`config.mk`:
```
export PLATFORM = sky130hd
export DESIGN_NAME = wb_arbiter
export DESIGN_NICKNAME = d
export VERILOG_FILES = /design/src/rtl/wb_arbiter.sv
export SDC_FILE = /design/constraint.sdc
export NUM_CORES = 1
export LEC_CHECK = 0
export ABC_CLOCK_PERIOD_IN_PS = 4000
export BUFFER_PORTS_ARGS = -buffer_cell sky130_fd_sc_hd__buf_4
export CAP_MARGIN = 10
export CORE_ASPECT_RATIO = 1.4
export CORE_MARGIN = 2
export CORE_UTILIZATION = 50
export CTS_BUF_LIST = sky130_fd_sc_hd__clkbuf_8
export DETAILED_ROUTE_END_ITERATION = 10
export PLACE_DENSITY = 0.81
export REMOVE_ABC_BUFFERS = 1
export SETUP_SLACK_MARGIN = 0.4
export SYNTH_ARGS = -nofsm -noshare
export SYNTH_HDL_FRONTEND = slang
export SYNTH_SLANG_ARGS = --single-unit
export TNS_END_PERCENT = 50
```
`constraint.sdc`:
```
create_clock -name CLK -period 4 [get_ports CLK]
set_input_delay 0.6 -clock CLK [delete_from_list [all_inputs] [get_ports CLK]]
set_output_delay 0.6 -clock CLK [all_outputs]
set_load 0.02 [all_outputs]
```
`src/rtl/wb_arbiter.sv`:
```
// wb_arbiter: round-robin arbiter sharing one registered writeback port among execution units
module wb_arbiter #(
    parameter int NREQ  = 3,
    parameter int REGW  = 5,
    parameter int DATAW = 32,
    localparam int SW   = (NREQ > 1) ? $clog2(NREQ) : 1
) (
    input  logic                  CLK,
    input  logic                  nRST,
    input  logic [NREQ-1:0]       req_valid,
    input  logic [NREQ*REGW-1:0]  req_rd,
    input  logic [NREQ*DATAW-1:0] req_data,
    output logic [NREQ-1:0]       req_ready,
    input  logic                  freeze,
    output logic                  wb_valid,
    output logic [REGW-1:0]       wb_rd,
    output logic [DATAW-1:0]      wb_data,
    output logic [SW-1:0]         wb_src,
    output logic                  busy
);
    logic [SW-1:0]    ptr_q, ptr_d, gnt_idx;
    logic             any_req, xfer;
    logic             wb_valid_q, wb_valid_d;
    logic [REGW-1:0]  wb_rd_q, wb_rd_d;
    logic [DATAW-1:0] wb_data_q, wb_data_d;
    logic [SW-1:0]    wb_src_q, wb_src_d;

    // pick the first valid requester scanning from ptr upward with wrap
    always_comb begin
        int j;
        j = 0;
        gnt_idx = '0;
        any_req = 1'b0;
        for (int k = NREQ - 1; k >= 0; k--) begin
            j = int'(ptr_q) + k;
            if (j >= NREQ) j = j - NREQ;
            if (req_valid[j]) begin
                any_req = 1'b1;
                gnt_idx = SW'(j);
            end
        end
    end

    // accept a beat unless stalled or in reset; advance pointer past the winner
    always_comb begin
        xfer       = any_req & ~freeze & nRST;
        req_ready  = xfer ? (NREQ'(1) << gnt_idx) : '0;
        ptr_d      = xfer ? ((int'(gnt_idx) == NREQ - 1) ? '0 : gnt_idx + 1'b1) : ptr_q;
        wb_valid_d = freeze ? wb_valid_q : xfer;
        wb_rd_d    = xfer ? req_rd[gnt_idx*REGW +: REGW] : wb_rd_q;
        wb_data_d  = xfer ? req_data[gnt_idx*DATAW +: DATAW] : wb_data_q;
        wb_src_d   = xfer ? gnt_idx : wb_src_q;
    end

    // output beat and pointer registers; reset discards any in-flight beat
    always_ff @(posedge CLK or negedge nRST) begin
        if (!nRST) begin
            ptr_q      <= '0;
            wb_valid_q <= 1'b0;
            wb_rd_q    <= '0;
            wb_data_q  <= '0;
            wb_src_q   <= '0;
        end else begin
            ptr_q      <= ptr_d;
            wb_valid_q <= wb_valid_d;
            wb_rd_q    <= wb_rd_d;
            wb_data_q  <= wb_data_d;
            wb_src_q   <= wb_src_d;
        end
    end

    assign wb_valid = wb_valid_q;
    assign wb_rd    = wb_rd_q;
    assign wb_data  = wb_data_q;
    assign wb_src   = wb_src_q;
    assign busy     = (|req_valid) | wb_valid_q;
endmodule

```
======== After elaboration in Yosys (flattened, before gate mapping) ========
Cells that the tools add are included.
cells by class
  add/subtract/negate cells ............... 6
  multiply operators ...................... 1
  order comparisons ....................... 6
  equal/unequal tests ..................... 1
  shift-type cells ........................ 3
  mux-type cells .......................... 20
  bitwise operators ....................... 4
  reduce and logical (&&, ||, !) cells .... 1
operators with widths
  kind                                                                           number
  32-bit by 4-bit less-than comparator with 1-bit output, second input constant  3
  32-bit two-way mux                                                             3
  96-bit by 8-bit variable part select with 32-bit output                        1
  15-bit by 6-bit variable part select with 5-bit output                         1
  1-bit two-way mux                                                              9
  2-bit two-way mux                                                              4
  3-bit by 2-bit subtractor with 4-bit output, second input constant             2
  1-bit binary-select mux with 2-bit select                                      3
  3-bit by 2-bit >= comparator with 1-bit output, second input constant          2
  2-bit by 3-bit multiplier with 5-bit output, second input constant             1
  2-bit by 1-bit adder with 3-bit output, second input constant                  1
  2-bit by 2-bit adder with 3-bit output, second input constant                  1
  3-bit two-way mux                                                              1
  3-bit OR reduction                                                             1
  1-bit by 2-bit left shift with 3-bit output, first input constant              1
  2-bit by 2-bit subtractor with 3-bit output, second input constant             1
  2-bit by 1-bit adder with 2-bit output, second input constant                  1
  1-bit AND                                                                      2
  2-bit equality test, second input constant                                     1
  2-bit >= comparator, second input constant                                     1
  1-bit NOT                                                                      1
  1-bit bitwise OR                                                               1
storage, ports and cells
  register bits after elaboration ......... 42
  input port bits ......................... 117
  output and inout bits ................... 44

======== Logic depth before layout (Yosys ltp) ========
Gate-level depths: netlist of run 1.
  depth after elaboration ................. 12
  gate-level depth with buffers ........... 11
  gate-level depth less buffers ........... 7

======== Worst setup path after synthesis of run 1 ========
Ideal clock, no wire load.
  path kind ............................... register -> output
  start point ............................. register ptr_q[1]
  end point ............................... output req_ready[1]
  data arrival time ....................... 1953 ps
  required time ........................... 3400 ps
  path slack .............................. 1447 ps
  stages on the path, launching flop included .. 9
  cells stage by stage .................... dfrtp_1 inv_1 ha_1 buf_6 mux2_4 a21boi_4 buf_6 nor2_1 a2111oi_4
on the way
  longest elaborated chain between the ends .. 12
  elaborated cells between the ends (all ways) .. 30
ends and longest elaborated chain
  element                                                                                                               line  RTL
  start, declared                                                                                                       21    logic [SW-1:0] ptr_q, ptr_d, gnt_idx;
  start signal, assigned                                                                                                64    ptr_q <= ptr_d;
  2-bit by 2-bit adder with 3-bit output                                                                                35    j = int'(ptr_q) + k;
  3-bit by 2-bit subtractor with 4-bit output / 3-bit by 2-bit >= comparator with 1-bit output (equally long branches)  36    if (j >= NREQ) j = j - NREQ;
  32-bit two-way mux                                                                                                    36
  1-bit binary-select mux with 2-bit select                                                                             37    if (req_valid[j]) begin
  1-bit two-way mux (implied by the code) (2 in a row)                                                                  37
  1-bit two-way mux (3 in a row)                                                                                        37
  1-bit AND (2 in a row)                                                                                                46    xfer = any_req & ~freeze & nRST;
  3-bit two-way mux (*)                                                                                                 47    req_ready = xfer ? (NREQ'(1) << gnt_idx) : '0;
  end, declared                                                                                                         13    output logic [NREQ-1:0] req_ready,
Mark *: on every way between the ends. The rest lies on a longest branch, timed or not. The select of a mux whose other input is x is not followed.

======== Final worst setup path of run 1 ========
  start point ............................. register ptr_q[1]
  end point ............................... output req_ready[2]
Same word-level chain as after synthesis.

==> results of run 1 <==
==> worst max-delay path, delay by kind of cell (launching register included) <==
family / cells / cell delay, ps
compound gates: 1 / 140
fa+ha+maj: 1 / 390
buf+inv: 3 / 620
flops: 1 / 420
mux: 1 / 370
simple gates: 2 / 510
==> cell usage after synthesis, drive strengths merged <==
cell type / count / area share
nand3b: 1 / 0.0018
buf: 45 / 0.071
nand2: 77 / 0.069
nand2b: 1 / 0.0015
ha: 4 / 0.012
nor3: 1 / 0.0024
mux2: 3 / 0.0089
a2111oi: 38 / 0.13
o211ai: 1 / 0.0018
a22o: 1 / 0.0021
and2: 2 / 0.0030
a221o: 1 / 0.0024
a21boi: 2 / 0.0062
a211oi: 37 / 0.10
a21o: 3 / 0.0053
a211o: 1 / 0.0021
a41o: 1 / 0.0024
a2bb2oi: 1 / 0.0021
o211a: 1 / 0.0024
and3b: 1 / 0.0021
nor2b: 3 / 0.0044
a31oi: 1 / 0.0015
nand4: 1 / 0.0015
nor2: 77 / 0.068
o31ai: 37 / 0.090
o32ai: 1 / 0.0021
dfrtp: 42 / 0.25
inv: 5 / 0.0044
clkbuf: 9 / 0.0080
a21oi: 1 / 0.0012
or4: 1 / 0.0018
and3: 37 / 0.055
mux2i: 37 / 0.088
==> through the flow <==
| step | cells | hold WS [ps] |
|---|---|---|
| 6_report | 704 | 297 |
| 3_3_place_gp | 696 | 462 |
| 2_1_floorplan | 420 | 304 |
| 3_5_place_dp | 696 | 468 |
| 4_1_cts | 704 | 310 |
| 5_1_grt | 704 | 335 |
==> per-layer routing <==
layer / part of all wire / vias up / routed length (microns)
li1: - / 2007 / -
met1: 0.36 / 2111 / 4780
met2: 0.54 / 188 / 7020
met3: 0.054 / 47 / 706
met4: 0.045 / 0 / 589
met5: 0 / - / 0
==> power breakdown <==
group | switching [mW] | internal, mW | total [mW] | leakage, nW
registers | 0.124 | 0.621 | 0.746 | 0.526
logic | 1.69 | 1.21 | 2.90 | 2.01
clock network | 0.160 | 0.182 | 0.342 | 0.0607
total | 1.97 | 2.01 | 3.99 | 2.60
==> final cells by class <==
class | count | area (sq um)
multi-input cells | 373 | 2850
fillers | 699 | 2740
repair buffers | 174 | 1310
flip-flops and latches | 42 | 1050
well taps | 102 | 128
clock buffers | 5 | 68.8
clock inverters | 3 | 37.5
inverters | 5 | 18.8
==> flip-flops by register name, summed over array words and instances, names as in the netlist <==
name,count
wb_data,32
wb_src,2
wb_valid,1
wb_rd,5
ptr_q,2
==> final timing paths <==
| path | start | endpoint | slack, ps | cells after the start |
|---|---|---|---|---|
| min reg2reg | wb_data[27] | wb_data[27] | 490 | 2 |
| min in group CLK | wb_data[27] | wb_data[27] | 490 | 2 |
| max | ptr_q[1] | req_ready[2] | 630 | 8 |
| max reg2reg | ptr_q[1] | wb_rd[1] | 1020 | 8 |
| max in group asynchronous | nRST | wb_data[6] | 3310 | 1 |
| min | nRST | wb_src[1] | 300 | 1 |
==> cell families (layout without fill, tap and decap cells) <==
family	count (synthesis)	after routing
buffers and inverters	59	187
adder cells (fa/ha/maj)	4	4
AND/OR/NAND/NOR	202	202
multiplexers	40	40
AO/OA/AOI/OAI	127	127
flip-flops	42	42
==> results.txt, run 1 <==
Most frequent CP cell = buf_4
Peak supply drop = 0.441 mV
# DRC = 0
First-pass GRT wire length = 20900 microns
Vias = 4353
Area of the die = 0.00920 sq mm
MaxCap Viol Count = 0
Pre-antenna DRT Iters = 5
Setup TNS = 0 ps
Kind of end point of the critical path = output port
Tot GR Track Use = 0.285
Critical path required time = 3400 ps
Sequential area share after synthesis = 0.249
NumNets Final = 722
Grt met3 use = 0.0375
Worst-path cell chain = inv_1, ha_4, mux2_4, nand2_2, buf_4, o211ai_1, nor2_1, buf_4
Yosys cell types = 44
Clk root buf = clkbuf_8
CTS Sinks = 42
Wirelength, routed = 13100 microns
H-tree depth = 2
CTS resizes = 0
Largest net degree at the start of global routing = 75
Core area = 0.00820 sq mm
Post-synthesis compound-gate area fraction = 0.349
Mapped Area = 0.00422 sq mm
Pre-CTS setup slack = 780 ps
Mux contribution to synthesized area = 0.0966
CTS tree = done
Most frequent cells in the layout = 174 x buf_4, 77 x nor2_1, 76 x nand2_1
Hold Violations, Final = 0
Placed Area = 0.00534 sq mm
Max_slew headroom = 0.566
Lkg Pwr = 2.60 nW
CTS clk-pin slew, worst paths = 90 ps
Gr busiest metal = met2
Clock Latency Late Sink = 310 ps
Critical Path AT = 2770 ps
Area Overhead vs Synth = 29.3%
Post-CTS Setup Repair Bufs = 0
Main combinational cell family by area after synthesis = compound AO/OA/AOI/OAI gates
I/O pins = 161
Row count = 39
Critical Path Source Type = register
GR Layer Usage met1 = 0.325
Routed len/inst = 18.6 microns
Peak Freq = 297 MHz
FF+latch count, synth = 42
Endpoints failing setup = 0
Design Power = 3.99 mW
Post-synthesis simple-gate area fraction = 0.211
Buffers on Ports = 160
Final Util = 0.666
Power Density = 730 mW/mm^2
Xor/xnor cell area share of the yosys netlist = 0
Initial DRC Count = 315
Die H = 113 microns
Initial Util = 0.515
ANT cells = 0
ANT nets after route = 0
Final worst path period share = 0.843
Ratio of cells with drive above 1 in the final layout = 0.452
Max Root-Sink Buffers = 2
Gp weighted congestion = 0.831
Status = complete, no violations
RSZ-0062 raised after global routing = false
Final worst slack = 629 ps
Syn Area/Cell = 8.91 sq um
Synth warnings = 0
Vias in the first global route = 4494
Die Width = 81.7 microns
Minimum clock period = 3370 ps
Adder-cell area share of the yosys netlist = 0.0119
Clock skew = 6.80 ps
CP max stage delay = 420 ps
CTS Hold Buffers Added = 0
Final Cell Area = 0.00546 sq mm
Hold Crit Class = in2async
Final HPWL DP = 9080 microns
M2 GR Usage = 0.497
Most common cell after layout, fill and taps aside = buf_4
Initial antenna violation count = 0
Crit path max fanout = 24
CTS buffer count = 5
CP Class = reg2out
Total congestion overflow = 0
Worst-margin pin slew = 651 ps
Final slew viol count = 0
Via/cell ratio = 6.18
Slowest-stage cell, CP = dfrtp_1
Syn Inst Count = 474
(Power assumes the default switching activity.)
==> run 2: changes to the inputs <==
- ABC_CLOCK_PERIOD_IN_PS: 4000 -> 2900
- CORE_UTILIZATION: 50 -> 47
- PLACE_DENSITY: 0.81 -> 0.8
- clock period: 4 -> 2.9 ns (I/O delays scaled with it)
==> results.txt, run 2 (synthesis results as in run 1) <==
Critical Path Sink = req_ready[0]
Wirelength, routed = 13900 microns (+6.1%)
CP startpoint = ptr_q[1]
Most common cell after layout, fill and taps aside = buf_4
Via/cell ratio = 6.07 (-1.9%)
CTS tree = done
Most frequent cells in the layout = 179 x buf_4, 76 x nand2_1, 75 x nor2_1
Vias in the first global route = 4494 (unchanged)
Final worst slack = 138 ps (-491 ps)
Power Density = 1020 mW/mm^2 (+40%)
Pre-CTS setup slack = 220 ps (-560 ps)
CTS buffer count = 5 (unchanged)
Tot GR Track Use = 0.281 (-0.00450)
First-pass GRT wire length = 22300 microns (+6.6%)
Status = complete, no violations
RSZ-0062 raised after global routing = true
Max reg flops = 32 (unchanged)
I/O pins = 161 (unchanged)
Initial Util = 0.488 (-0.0274)
Hold Violations, Final = 0 (unchanged)
Buffers on Ports = 160 (unchanged)
Worst-margin pin slew = 642 ps (-9.43 ps)
Lkg Pwr = 2.70 nW (+4.1%)
Critical path depth = 8 (unchanged)
Final Util = 0.660 (-0.00565)
R2R setup slack = 480 ps (-540 ps)
CTS Hold Buffers Added = 0 (unchanged)
Gp weighted congestion = 0.874 (+5.1%)
CTS clk-pin slew, worst paths = 90 ps (about the same)
Worst R2R Path Depth = 8 (unchanged)
Setup TNS = 0 ps (unchanged)
Peak Freq = 362 MHz
Initial antenna violation count = 0 (unchanged)
Final Cell Area = 0.00572 sq mm (+4.7%)
RR Endpoint = wb_src[0]
Critical Path AT = 2330 ps (-440 ps)
Area of the die = 0.00977 sq mm (+6.1%)
Vias = 4375 (+0.51%)
Final slew viol count = 0 (unchanged)
Slowest-stage cell, CP = dfrtp_1
Die H = 116 microns (+3.0%)
ANT nets after route = 0 (unchanged)
Dpl cells = 704 (+1.1%)
NumNets Final = 737 (+2.1%)
# DRC = 0 (unchanged)
CTS Sinks = 42 (unchanged)
Clock skew = 12.3 ps (+5.45 ps)
Peak supply drop = 0.548 mV (+24%)
Max Root-Sink Buffers = 2 (unchanged)
Kind of end point of the critical path = output port
Hold Crit Class = in2async
Row count = 40 (+2.6%)
Routed len/inst = 19.3 microns (+3.6%)
Die Width = 84.1 microns (+3.0%)
Area Overhead vs Synth = 35.4%
Initial DRC Count = 280 (-11%)
ANT cells = 0 (unchanged)
Worst-path cell chain = inv_2, ha_4, buf_12, and3b_2, a41o_1, a22o_1, nor3_4, buf_4
CP Class = reg2out
Clk root buf = clkbuf_8
Clock Latency Late Sink = 310 ps (about the same)
H-tree depth = 2 (unchanged)
Final HPWL DP = 9740 microns (+7.3%)
Core area = 0.00866 sq mm (+5.6%)
Total congestion overflow = 0 (unchanged)
Minimum clock period = 2760 ps
Delay-heaviest family, CP = simple AND/OR/NAND/NOR gates
Endpoints failing setup = 0 (unchanged)
Buf/Inv on CP = 3 (unchanged)
Placed Area = 0.00540 sq mm (+1.0%)
MaxCap Viol Count = 0 (unchanged)
Ratio of cells with drive above 1 in the final layout = 0.492 (+0.0401)
Critical Path Source Type = register
R2R Path Start = ptr_q[1]
Pre-antenna DRT Iters = 5 (unchanged)
Non-filler instance count after layout = 721 (+2.4%)
Final worst path period share = 0.952
Largest net degree at the start of global routing = 75 (unchanged)
Crit path max fanout = 13 (-46%)
Max_slew headroom = 0.572 (+0.00629)
Critical path required time = 2470 ps (-930 ps)
CP max stage delay = 420 ps (about the same)
==> run 2: cell count changes in the layout (fill, tap and decap cells not counted), sizes merged <==
cell    delta
inv        -2
bufinv     -1
clkinv     +2
buf       +15
==> run 2: final cells by class <==
class	count	area, sq um
Multi-Input combinational cell	373	2950
Fill cell	710	2940
Timing Repair Buffer	189	1490
Sequential cell	42	1050
Tap cell	105	131
Clock buffer	5	68.8
Inverter	5	18.8
Clock inverter	2	10.0
==> run 2: worst min path at each step <==
stage	start	to	slack [ps]	depth (start not counted)
detailed placement	wb_data[2]	wb_data[2]	470	2
global placement	wb_rd[0]	wb_rd[0]	460	2
finish	nRST	wb_data[14]	220	2
global route	nRST	wb_data[14]	260	2
floorplan	nRST	ptr_q[0]	140	0
CTS	nRST	wb_data[14]	230	2
==> run 2: per-stage QoR <==
stage | power [mW] | hold WS, ps
CTS | 5.75 | 231
detailed placement | 5.10 | 467
global placement | 4.97 | 461
global route | 6.20 | 265
finish | 5.84 | 223
floorplan | 3.81 | 139
==> run 2: what timing repair did <==
item / in CTS / in global routing
pin swaps: 11 / 2
endpoints found under the setup margin: 30 / 19
gates resized for setup: 28 / 17
buffers inserted: 10 / 0
==> run 2: power by group <==
part           leakage [nW]  switching, mW  internal, mW
Clock                0.0438          0.224         0.162
Combinational          2.13           2.49          1.94
Sequential            0.525          0.167         0.858
==> run 2: per-layer routing <==
metal / up-vias / GRT usage / part of all wire
met2: 185 / 0.517 / 0.54
met3: 38 / 0.0353 / 0.053
met4: 0 / 0.154 / 0.043
li1: 2033 / - / -
met5: - / 0 / 0
met1: 2119 / 0.314 / 0.36
